<file path="src/rtl/binary_enc_dec_pkg.sv">
// Shared definitions for the binary_enc_dec library group.
//
// Contents:
//   state_e - occupancy state of the two-entry skid buffer (EMPTY, ONE, FULL).
//   decode  - pure binary-to-one-hot decode returning {unary, oor}, where oor
//             is in bit 0 and the unary vector sits above it.
//
// decode is sized to the package-level limits below. Callers narrow the
// result with a size cast to their own UNARY_WIDTH+1. Widths above
// MAX_UNARY_WIDTH are not supported.
package binary_enc_dec_pkg;

  localparam int MAX_UNARY_WIDTH = 1024;
  localparam int MAX_BIN_WIDTH   = $clog2(MAX_UNARY_WIDTH);

  typedef enum logic [1:0] {
    EMPTY = 2'd0,
    ONE   = 2'd1,
    FULL  = 2'd2
  } state_e;

  // The index is compared against the caller's real width, not the
  // package limit, so indices in the gap between the two still flag oor.
  function automatic logic [MAX_UNARY_WIDTH:0] decode(
    input logic                     en,
    input logic [MAX_BIN_WIDTH-1:0] bin,
    input int unsigned              unaryWidth
  );
    logic [MAX_UNARY_WIDTH-1:0] unary;
    logic                       oor;
    unary = '0;
    oor   = 1'b0;
    if (en) begin
      if (32'(bin) < unaryWidth) begin
        unary[bin] = 1'b1;
      end else begin
        oor = 1'b1;
      end
    end
    return {unary, oor};
  endfunction

endpackage

</file>
<file path="src/rtl/binary_decoder_skid.sv">
// Generic two-entry skid buffer with registered outputs.
//
// Ports:
//   i_clk, i_rst       - clock and synchronous active-high reset
//   i_valid, o_ready   - input handshake
//   i_data [WIDTH]     - input payload
//   o_valid, i_ready   - output handshake
//   o_data [WIDTH]     - output payload, driven straight from the main register
//
// o_ready depends only on registered state and i_rst. No combinational
// path runs from i_ready to o_ready.
module binary_decoder_skid
  import binary_enc_dec_pkg::*;
#(
  parameter int WIDTH = 8
) (
  input  logic             i_clk,
  input  logic             i_rst,
  input  logic             i_valid,
  output logic             o_ready,
  input  logic [WIDTH-1:0] i_data,
  output logic             o_valid,
  input  logic             i_ready,
  output logic [WIDTH-1:0] o_data
);

  state_e           r_state;
  state_e           w_nextState;
  logic [WIDTH-1:0] r_main;
  logic [WIDTH-1:0] r_skid;
  logic             w_push;
  logic             w_pop;
  logic             w_loadMainIn;
  logic             w_loadMainSkid;
  logic             w_loadSkid;

  assign o_ready = !i_rst && (r_state != FULL);
  assign o_valid = (r_state != EMPTY);
  assign o_data  = r_main;

  assign w_push = i_valid & o_ready;
  assign w_pop  = o_valid & i_ready;

  always_ff @(posedge i_clk) begin
    if (i_rst) begin
      r_state <= EMPTY;
    end else begin
      r_state <= w_nextState;
    end
  end

  always_comb begin
    w_nextState = r_state;
    case (r_state)
      EMPTY: begin
        if (w_push) w_nextState = ONE;
      end
      ONE: begin
        if (w_pop && !w_push) begin
          w_nextState = EMPTY;
        end else if (w_push && !w_pop) begin
          w_nextState = FULL;
        end
      end
      FULL: begin
        if (w_pop) w_nextState = ONE;
      end
      default: w_nextState = EMPTY;
    endcase
  end

  // The skid entry is only ever written when main stays occupied and is
  // only ever drained into main, which keeps the ordering strictly FIFO.
  always_comb begin
    w_loadMainIn   = 1'b0;
    w_loadMainSkid = 1'b0;
    w_loadSkid     = 1'b0;
    case (r_state)
      EMPTY: begin
        w_loadMainIn = w_push;
      end
      ONE: begin
        w_loadMainIn = w_push & w_pop;
        w_loadSkid   = w_push & !w_pop;
      end
      FULL: begin
        w_loadMainSkid = w_pop;
      end
      default: begin
        w_loadMainIn = 1'b0;
      end
    endcase
  end

  // Payloads are cleared at reset so the outputs read zero, and are
  // otherwise held when no load is requested.
  always_ff @(posedge i_clk) begin
    if (i_rst) begin
      r_main <= '0;
      r_skid <= '0;
    end else begin
      if (w_loadMainIn) begin
        r_main <= i_data;
      end else if (w_loadMainSkid) begin
        r_main <= r_skid;
      end
      if (w_loadSkid) begin
        r_skid <= i_data;
      end
    end
  end

endmodule

</file>
<file path="src/rtl/binary_decoder_pipe.sv">
// Registered, flow-controlled binary-to-one-hot decoder.
//
// Ports:
//   i_clk, i_rst     - clock and synchronous active-high reset
//   i_valid, o_ready - input handshake, with beat fields i_en and i_bin
//   i_en             - 0 forces an all-zero decode with oor = 0
//   i_bin            - binary index
//   o_valid, i_ready - output handshake
//   o_unary          - decoded one-hot vector (zero when i_en = 0 or out of range)
//   o_oor            - i_bin >= UNARY_WIDTH while i_en = 1
//
// The beat is decoded before capture. A two-entry skid buffer registers
// the outputs and still sustains one beat per cycle.
module binary_decoder_pipe
  import binary_enc_dec_pkg::*;
#(
  parameter  int UNARY_WIDTH = 256,
  localparam int BIN_WIDTH   = $clog2(UNARY_WIDTH)
) (
  input  logic                   i_clk,
  input  logic                   i_rst,
  input  logic                   i_valid,
  output logic                   o_ready,
  input  logic                   i_en,
  input  logic [BIN_WIDTH-1:0]   i_bin,
  output logic                   o_valid,
  input  logic                   i_ready,
  output logic [UNARY_WIDTH-1:0] o_unary,
  output logic                   o_oor
);

  logic [UNARY_WIDTH:0] w_inPayload;
  logic [UNARY_WIDTH:0] w_outPayload;

  // The package decode is sized to its global limit. The low UNARY_WIDTH+1
  // bits hold exactly {unary, oor} for this width.
  assign w_inPayload = (UNARY_WIDTH + 1)'(decode(i_en, MAX_BIN_WIDTH'(i_bin), UNARY_WIDTH));

  binary_decoder_skid #(
    .WIDTH (UNARY_WIDTH + 1)
  ) u_skid (
    .i_clk   (i_clk),
    .i_rst   (i_rst),
    .i_valid (i_valid),
    .o_ready (o_ready),
    .i_data  (w_inPayload),
    .o_valid (o_valid),
    .i_ready (i_ready),
    .o_data  (w_outPayload)
  );

  assign o_unary = w_outPayload[UNARY_WIDTH:1];
  assign o_oor   = w_outPayload[0];

endmodule
</file>
<file path="config.mk">
export PLATFORM = sky130hd
export DESIGN_NAME = binary_decoder_pipe
export DESIGN_NICKNAME = d
export VERILOG_FILES = /design/src/rtl/binary_enc_dec_pkg.sv /design/src/rtl/binary_decoder_skid.sv /design/src/rtl/binary_decoder_pipe.sv
export SDC_FILE = /design/constraint.sdc
export NUM_CORES = 1
export LEC_CHECK = 0
export BUFFER_PORTS_ARGS = -buffer_cell sky130_fd_sc_hd__buf_2
export CELL_PAD_IN_SITES_DETAIL_PLACEMENT = 2
export CELL_PAD_IN_SITES_GLOBAL_PLACEMENT = 2
export CORE_MARGIN = 8
export CORE_UTILIZATION = 35
export CTS_BUF_LIST = sky130_fd_sc_hd__clkbuf_2
export DETAILED_ROUTE_END_ITERATION = 7
export PLACE_DENSITY = 0.74
export SLEW_MARGIN = 20
export SYNTH_ARGS = -nofsm -noshare
export SYNTH_HDL_FRONTEND = slang
export SYNTH_SLANG_ARGS = --single-unit
export TNS_END_PERCENT = 1
</file>
<file path="constraint.sdc">
create_clock -name i_clk -period 1.8 [get_ports i_clk]
set_input_delay 0.27 -clock i_clk [delete_from_list [all_inputs] [get_ports i_clk]]
set_output_delay 0.27 -clock i_clk [all_outputs]
set_load 0.05 [all_outputs]
</file>
* Yosys cells after proc, flatten, opt, wreduce, memory -nomap -nowiden *
Index checks and enable logic that the tools add are counted.

operators by class
  $add $sub $neg = 0
  multiply operators = 0
  div/mod/pow operators = 0
  order comparisons = 2
  equality and inequality tests = 6
  shift operators = 0
  multiplexer cells = 13
  bitwise logic cells = 4
  reductions and logical operators = 11

operators with widths
  operator                                                                             number
  257-bit two-way mux                                                                  2
  256-bit two-way mux                                                                  1
  8-bit by 11-bit less-than comparator with 1-bit output, second input constant        1
  1-bit demux with 8-bit select                                                        1
  8-bit by 1-bit greater-or-equal comparator with 1-bit output, second input constant  1
  2-bit two-way mux                                                                    4
  2-bit one-hot mux with 3 select lines                                                1
  1-bit bitwise AND                                                                    4
  1-bit logical AND                                                                    4
  2-bit by 1-bit != test with 1-bit output, second input constant                      2
  2-bit nonzero test                                                                   2
  1-bit logical NOT                                                                    3
  1-bit two-way mux                                                                    3
  3-bit by 1-bit != test with 1-bit output, second input constant                      1
  3-bit AND reduction                                                                  1
  2-bit by 1-bit equality test with 1-bit output, second input constant                1
  2-bit equality test, second input constant                                           1
  2-bit logical NOT                                                                    1
  2-bit != test, second input constant                                                 1
  1-bit one-hot mux with 2 select lines                                                1

storage, ports and cells
  register bits = 514
  bits in latches = 0
  memory bits (writable) = 0
  memory bits (read-only) = 0
  input bits = 13
  output and inout bits = 259
  memories = 0

* Logic depth before layout (Yosys ltp) *
Gate-level depths: netlist of the first run.

  depth in word-level cells = 7
  depth in mapped cells = 8

* Modules after synthesis *
From an unflattened synthesis of the first run, not the netlist that was laid out.

unflattened totals
  cell total of the unflattened synthesis = 3,037
  area, all modules = 23,480.0 um^2

modules (own cells, without submodules)
  module               instances  cells each  area an instance (um^2)
  binary_decoder_skid  1          2,650       21,227.9
  binary_decoder_pipe  1          387         2,252.2

* Least setup slack after synthesis of the first run *
No wires, ideal clock.

  path type = input to output
  start point = input port i_rst
  end point = output port o_ready
  arrival = 1,830 ps
  required time = 1,530 ps
  slack = -300 ps
  stages on the path = 6
  path buffers = 5
  cells stage by stage = buf_2 -> buf_2 -> buf_2 -> buf_2 -> buf_1 -> nor2_1

on the way
  longest elaborated chain between the ends = 2

ends and longest elaborated chain
  item               RTL line                   text
  start, declared    binary_decoder_pipe.sv:21  input logic i_rst,
  1-bit logical NOT  binary_decoder_skid.sv:37  assign o_ready = !i_rst && (r_state != FULL);
  1-bit logical AND  binary_decoder_skid.sv:37
  end, declared      binary_decoder_pipe.sv:23  output logic o_ready,

Every way passes these cells.

* Final worst setup path of the first run *
  start point = register u_skid.r_state[0]
  end point = output port o_valid

on the way
  longest elaborated chain between the ends = 1

ends and longest elaborated chain
  item                    RTL line                   text
  start, declared         binary_decoder_skid.sv:27  state_e r_state;
  start signal, assigned  binary_decoder_skid.sv:48  r_state <= w_nextState;
  2-bit nonzero test      binary_decoder_skid.sv:38  assign o_valid = (r_state != EMPTY);
  end, declared           binary_decoder_pipe.sv:26  output logic o_valid,

Every way passes these cells.

==> metrics.md, run 1 <==
| Metric | Value |
|---|---|
| GR Layer Usage met3 | `under 10%` |
| Asr flop ratio synth | `0%` |
| Post-synthesis cell type count | `54` |
| Switch share | `31.1%` |
| ANT nets after route | `0` |
| Total Neg Setup Slack | `-194.00 ns` |
| Met1 Usage GRT | `36.0%` |
| Syn Std Cell Area | `about 19000 sq um` |
| Startpoint class of the critical path | `flip-flop` |
| Pre-CTS setup slack | `-0.403 ns` |
| Post-layout min period | `2.68 ns` |
| Worst path arrival time | `2.41 ns` |
| Max-cap violations | `0` |
| Final-report hold violation count | `0` |
| Synth area leaders | `dfxtp_1, a22oi_1, nor2_1` |
| Violated checks | `negative setup slack` |
| Most frequent cell after synthesis | `dfxtp_1` |
| Fin worst setup slack | `-0.882 ns` |
| Net switching power | `0.00697 W` |
| Synth cell count leaders | `dfxtp_1, a22oi_1, nor2_1, buf_2, o21ai_0` |
| Ys flop type | `dfxtp_1` |
| Leak pwr | `11.3 nW` |
| Unrepaired setup endpoints after global routing | `true` |
| Worst hold path endpoint | `u_skid.o_data[174]` |
| Power share of the sequential group | `50.0%` |
| FF-to-FF Start | `u_skid.r_state[0]` |
| CTS Buffer Depth | `3` |
| Initial antenna violation count | `6` |
| Cells after Synth | `between 1.5k and 2k` |
| I/O Buffers | `270` |
| Peak supply drop | `0.450 mV` |
| Mapped Avg Cell Area | `9.73 sq um` |
| Multi-input gate area | `8470 sq um` |
| Core area | `54000 sq um` |
| Worst hold start | `i_en` |
| Register area | `about 11000 sq um` |
| Final period utilization | `149%` |
| Fillers | `around 5.3k` |
| Die height | `250 microns` |
| Yosys top cell by area | `dfxtp_1` |
| Final setup fails | `761` |
| H-tree depth | `4` |
| Grt ovf | `0` |
| First-pass GRT wire length | `roughly 150 mm` |
| Hold Crit Depth | `6` |
| Slew HR | `approximately a quarter` |
| Max Clk Rate | `373 MHz` |
| Post-synthesis sequential area ratio | `53.7%` |
| Clock-pin slew on the worst setup and hold paths | `approximately 0.14 ns` |
| Starting DRT DRC Count | `1779` |
| Largest net degree at the start of global routing | `108` |
| P&R area growth vs syn | `48.0%` |
| Root Buffer Master | `clkbuf_2` |
| Critical path peak fanout | `2` |
| GRT Total Usage | `between 30% and 40%` |
| Combinational power share | `6.6%` |
| Most Used Layer, Global Route | `met2` |
| GPL Wtd Cong | `roughly 0.83` |
| Vias | `20.5k` |
| Clock Sink Count | `514` |
| HP Class | `input port to flip-flop` |
| Clock skew | `0.123 ns` |
| WL/cell | `35.1 microns` |
| Met2 Use GR | `54.6%` |
| Initial core utilization | `a little over a third` |
| Mapped Nets | `1982` |
| Num rows | `85` |
| Reg2reg end | `u_skid.r_skid[60]` |
| Die Wd | `~250 microns` |
| Hpwl dp | `58.8 mm` |
| CP Data Required Time | `1.53 ns` |
| CTS tree | `yes` |
| Routed vias/inst | `6.34` |
| Clock latency on the worst-skew pair | `1.48 ns` |
| Drt pass-1 iters | `6` |
| Clock power share | `43.4%` |
| Crit path kind | `flip-flop to primary output` |
| Layout cells sized above 1 | `between 40% and 50%` |
| Top Ports | `272` |
| Setup crit end kind | `primary output` |
| Pint | `0.0154 W` |
| Cell Pwr Density | `just under 800 nW/um^2` |
| CTS buffer count | `140` |
| Die area | `62500 sq um` |
| Register bit count reported by yosys | `514` |
| Final Slew Violations | `0` |
| Worst-Margin Slew | `1.14 ns` |
| DRC violations left | `0` |
| Routed WL | `114 mm` |
| Reg2Reg Depth | `6` |
| Setup slack, reg-to-reg | `-0.56 ns` |
| Status | `finished, violations left` |
| Vias in the first global route | `22.2k` |
| Nets | `2457` |
| Final core occ | `52.5%` |
| Synth top area share | `53.7%` |
| Number of flops mapped to enable cells by yosys | `0` |
| YS warnings | `0` |
-- power groups by stage --
| stage | clock [W] | sequential [W] | combinational (W) |
|---|---|---|---|
| final | 0.00972 | 0.0112 | 0.00148 |
| after global routing | 0.0103 | 0.0112 | 0.00149 |
| after global placement | 0 | 0.0116 | 0.00116 |
| after detailed placement | 0 | 0.0116 | 0.00119 |
| after floorplan | 0 | 0.0116 | 0.000564 |
| after CTS | 0.00921 | 0.0112 | 0.00130 |
-- how the worst max path moves through the flow --
stage	start	endpoint	cells past startpoint	slack (ns)
4_1_cts	u_skid.r_state[0]	o_valid	3	-0.88
3_3_place_gp	i_bin[2]	u_skid.r_skid[167]	8	-0.38
2_1_floorplan	i_rst	o_ready	6	0.11
5_1_grt	u_skid.r_state[0]	o_ready	4	-0.98
6_report	u_skid.r_state[0]	o_valid	3	-0.88
3_5_place_dp	i_bin[2]	u_skid.r_skid[247]	8	-0.40
-- what timing repair did --
item | 4_1_cts | 5_1_grt
gates cloned | 0 | 1
resized for setup | 971 | 392
pin swaps | 1 | 10
hold buffers | 38 | 1
buffers inserted | 4 | 3
endpoints found under the hold margin | 514 | 2
endpoints found under the setup margin | 551 | 768
-- cell families after synthesis --
logic type             after synthesis  synth area share, %
AND/OR/NAND/NOR                    539                 13.7
AO/OA/AOI/OAI                      707                 27.7
other                                1               0.0196
buffers and inverters              208                 4.84
flip-flops                         514                 53.7
-- critical path, cell delays in order, from the launching register on --
cell and delay (ns):
dfxtp_4 0.39, buf_6 0.12, or2_4 0.25, buf_8 0.16
-- registers in the layout (all words and copies together) (netlist names) --
signal	count
u_skid.r_skid	256
u_skid.o_data	256
u_skid.r_state	2
-- placed cells by master (no fill, tap or decap), drive strengths merged, types with 2 or more instances in the layout --
cell,Yosys,layout
or4,4,4
a21oi,8,8
dfxtp,514,514
or2,2,2
or3,8,8
and3b,2,2
o211ai,6,6
and4,2,2
nor4b,4,4
a22oi,368,368
clkbuf,80,197
dlygate4sd3,0,35
buf,127,502
clkinv,0,24
nor4bb,4,4
nor2b,4,4
inv,1,5
a22o,73,73
o31ai,22,22
nand3,8,8
and4b,3,3
nand3b,5,5
and2,14,14
a21o,73,73
clkinvlp,0,2
nand2b,17,17
nand4b,11,11
nor3,41,41
diode,0,8
nand2,23,23
nand4,4,4
o21ai,95,95
or4b,7,7
nand4bb,11,11
nor4,10,10
nor2,351,351
a221o,59,59
bufinv,0,6
dlymetal6s4s,0,2
-- cell type report --
type | instances | share of cell area (%)
sequential | 514 | 38.4
multi-input combinational | 1247 | 29.8
timing repair buffer | 540 | 24.0
clock buffer | 196 | 3.46
tap | 696 | 3.07
clock inverter | 36 | 1.08
antenna | 8 | 0.0706
inverter | 1 | 0.0132
-- through the flow --
stage | cells | instance area, sq um | power (W) | hold slack, ns
final | 3238 | 28400 | 0.0224 | 0.131
after detailed placement | 2951 | 22700 | 0.0128 | 0.453
after floorplan | 1969 | 19200 | 0.0122 | 0.347
after CTS | 3225 | 27200 | 0.0218 | 0.0146
after global placement | 2951 | 22700 | 0.0128 | 0.444
after global routing | 3237 | 28400 | 0.0230 | 0.0130
-- routing by layer --
layer / part of all wire (%) / vias to the layer above
met2: 49 / 1216
met3: 7.2 / 447
met5: 0.011 / -
li1: - / 8354
met4: 6.7 / 2
met1: 37 / 10502
No activity file was read; power rests on OpenSTA's default activity.
==> inputs of run 2 (changes only) <==
- CORE_UTILIZATION: 35 -> 34
- PLACE_DENSITY: 0.74 -> 0.75
- clock period: 1.8 -> 2.24 ns (I/O delays scaled with it)
==> metrics.md, run 2 (synthesized netlist as in run 1, its figures left out) <==
| Metric | Value |
|---|---|
| Worst-Margin Slew | `0.925 ns (-0.211 ns)` |
| HP Class | `input port to flip-flop` |
| Clock Sink Count | `514 (unchanged)` |
| ANT nets after route | `0 (unchanged)` |
| Placed cell areas | `22000 sq um (-3.3%)` |
| GPL Wtd Cong | `0.785 (-5.7%)` |
| WL/cell | `30.3 microns (-14%)` |
| Cell Pwr Density | `650 nW/um^2 (-18%)` |
| Die height | `253 microns (+1.4%)` |
| Crit path kind | `flip-flop to primary output` |
| GRT Total Usage | `28.7% (-3.3 points)` |
| Final period utilization | `108%` |
| Status | `finished, violations left` |
| Startpoint class of the critical path | `flip-flop` |
| Commonest non-fill, non-tap cell in the layout | `a22oi_1` |
| Worst path max stage delay | `0.37 ns (-0.02 ns)` |
| Pint | `0.0124 W (-20%)` |
| Unrepaired setup endpoints after global routing | `true` |
| Max Clk Rate | `413 MHz` |
| Clock latency on the worst-skew pair | `1.36 ns (-0.12 ns)` |
| Fin worst setup slack | `-0.180 ns (+0.701 ns)` |
| Routed vias/inst | `5.95 (-6.2%)` |
| Fillers | `5661 (+7.1%)` |
| Final setup fails | `3 (-99.6%)` |
| Die Wd | `253 microns (+1.4%)` |
| Drt pass-1 iters | `5 (-1)` |
| Starting DRT DRC Count | `1543 (-13%)` |
| Clock-pin slew on the worst setup and hold paths | `0.11 ns (-0.03 ns)` |
| Design area | `26800 sq um (-5.5%)` |
| Worst path arrival time | `2.08 ns (-0.33 ns)` |
| Top Ports | `272 (unchanged)` |
| Layout cells sized above 1 | `37.9% (-5.3 points)` |
| Clock skew | `0.112 ns (-0.0117 ns)` |
| Routed WL | `96.7 mm (-15%)` |
| Peak supply drop | `0.351 mV (-22%)` |
| Buf/Inv on CP | `1 (-1)` |
| Slew HR | `38.1% (+14 points)` |
| Max-cap violations | `0 (unchanged)` |
| Clock power share | `43.0% (-0.4 points)` |
| Slowest-stage cell, CP | `dfxtp_4` |
| Nets | `2355 (-4.2%)` |
| Post-layout min period | `2.42 ns` |
| CTS tree | `yes` |
| Core area | `56100 sq um (+3.8%)` |
| Grt ovf | `0 (unchanged)` |
| Switch share | `29.0% (-2.1 points)` |
| Num rows | `87 (+2.4%)` |
| Cell family with most CP delay | `flip-flops` |
| Die area | `64200 sq um (+2.8%)` |
| Final Slew Violations | `0 (unchanged)` |
| H-tree depth | `4 (unchanged)` |
| DRC violations left | `0 (unchanged)` |
| CP cell instances | `nor2b_4 > nor2_4 > buf_8` |
| Net switching power | `0.00506 W (-27%)` |
| Critical path peak fanout | `3 (+1)` |
| Vias | `19.0k (-7.5%)` |
| Power share of the sequential group | `51.6% (+1.6 points)` |
| Hold_ws | `0.218 ns (+0.0875 ns)` |
| P&R area growth vs syn | `39.9%` |
| Leak pwr | `10.6 nW (-6.2%)` |
| Vias in the first global route | `20.9k (-6.0%)` |
| Root Buffer Master | `clkbuf_2` |
| Most frequent cells in the layout | `a22oi_1, nor2_1, dfxtp_1` |
| Largest net degree at the start of global routing | `135 (+25%)` |
| Hpwl dp | `56.0 mm (-4.8%)` |
| Initial core utilization | `34.2% (-1.3 points)` |
| Total Neg Setup Slack | `-0.350 ns (+193.65 ns)` |
| Initial antenna violation count | `5 (-1)` |
| Setup crit end kind | `primary output` |
| Final-report hold violation count | `0 (unchanged)` |
| CTS Buffer Depth | `3 (unchanged)` |
| Setup slack, reg-to-reg | `0.09 ns (+0.65 ns)` |
| Combinational power share | `5.4% (-1.2 points)` |
| CP Data Required Time | `1.90 ns (+0.37 ns)` |
| Violated checks | `negative setup slack` |
| I/O Buffers | `270 (unchanged)` |
| First-pass GRT wire length | `139 mm (-8.6%)` |
| CTS buffer count | `140 (unchanged)` |
run 2: worst paths after layout:
check,from,to,cells past startpoint
worst min register to register,u_skid.r_skid[115],u_skid.o_data[115],2
worst max-delay path,u_skid.r_state[1],o_ready,3
worst max register to register,u_skid.r_state[1],u_skid.r_skid[179],6
worst min-delay path,i_valid,u_skid.r_state[0],5
run 2: per-stage QoR:
stage	total power, W	setup slack (ns)	instances	utilization [%]
finish	0.0174	-0.180	3194	47.8
detailed placement	0.0102	0.00690	2927	39.2
global route	0.0181	-0.349	3193	47.8
floorplan	0.00981	0.00754	1969	-
CTS	0.0174	-0.356	3191	46.9
global placement	0.0102	0.0692	2927	39.2
run 2: worst register-to-register path, delay by kind of cell (launching register included):
family                 cells  cell delay (ns)
DFF                        1             0.37
AOI/OAI and AO/OA          1             0.21
and+or+nand+nor            3             1.06
buffers and inverters      2             0.43
run 2: per-layer routing:
metal,part of all wire [%],GRT usage (%)
met5,0,0
met4,4.3,12.3
met3,5.6,6.60
met2,50,49.4
met1,40,34.1
run 2: power groups by stage:
stage	clock (W)	combinational (W)	sequential [W]
CTS	0.00748	0.000907	0.00904
floorplan	0	0.000451	0.00936
global route	0.00813	0.000972	0.00901
detailed placement	0	0.000854	0.00936
finish	0.00749	0.000945	0.00900
global placement	0	0.000837	0.00936
run 2: repair_timing:
action	4_1_cts	5_1_grt
endpoints found under the setup margin	258	258
endpoints found under the hold margin	514	0
hold buffers	25	0
setup buffers	4	0
resized for setup	971	221
pin swaps	2	2
run 2: area by class of cell:
cell class                      count  area [sq um]  area share [%]
Tap cell                          756           946            3.53
Timing Repair Buffer              438          5590            20.9
Sequential cell                   514         10900            40.7
Clock buffer                      208          1040            3.88
Multi-Input combinational cell   1247          8050            30.0
Inverter                            1          3.75          0.0140
Antenna cell                        3          7.51          0.0280
Clock inverter                     27           270            1.01
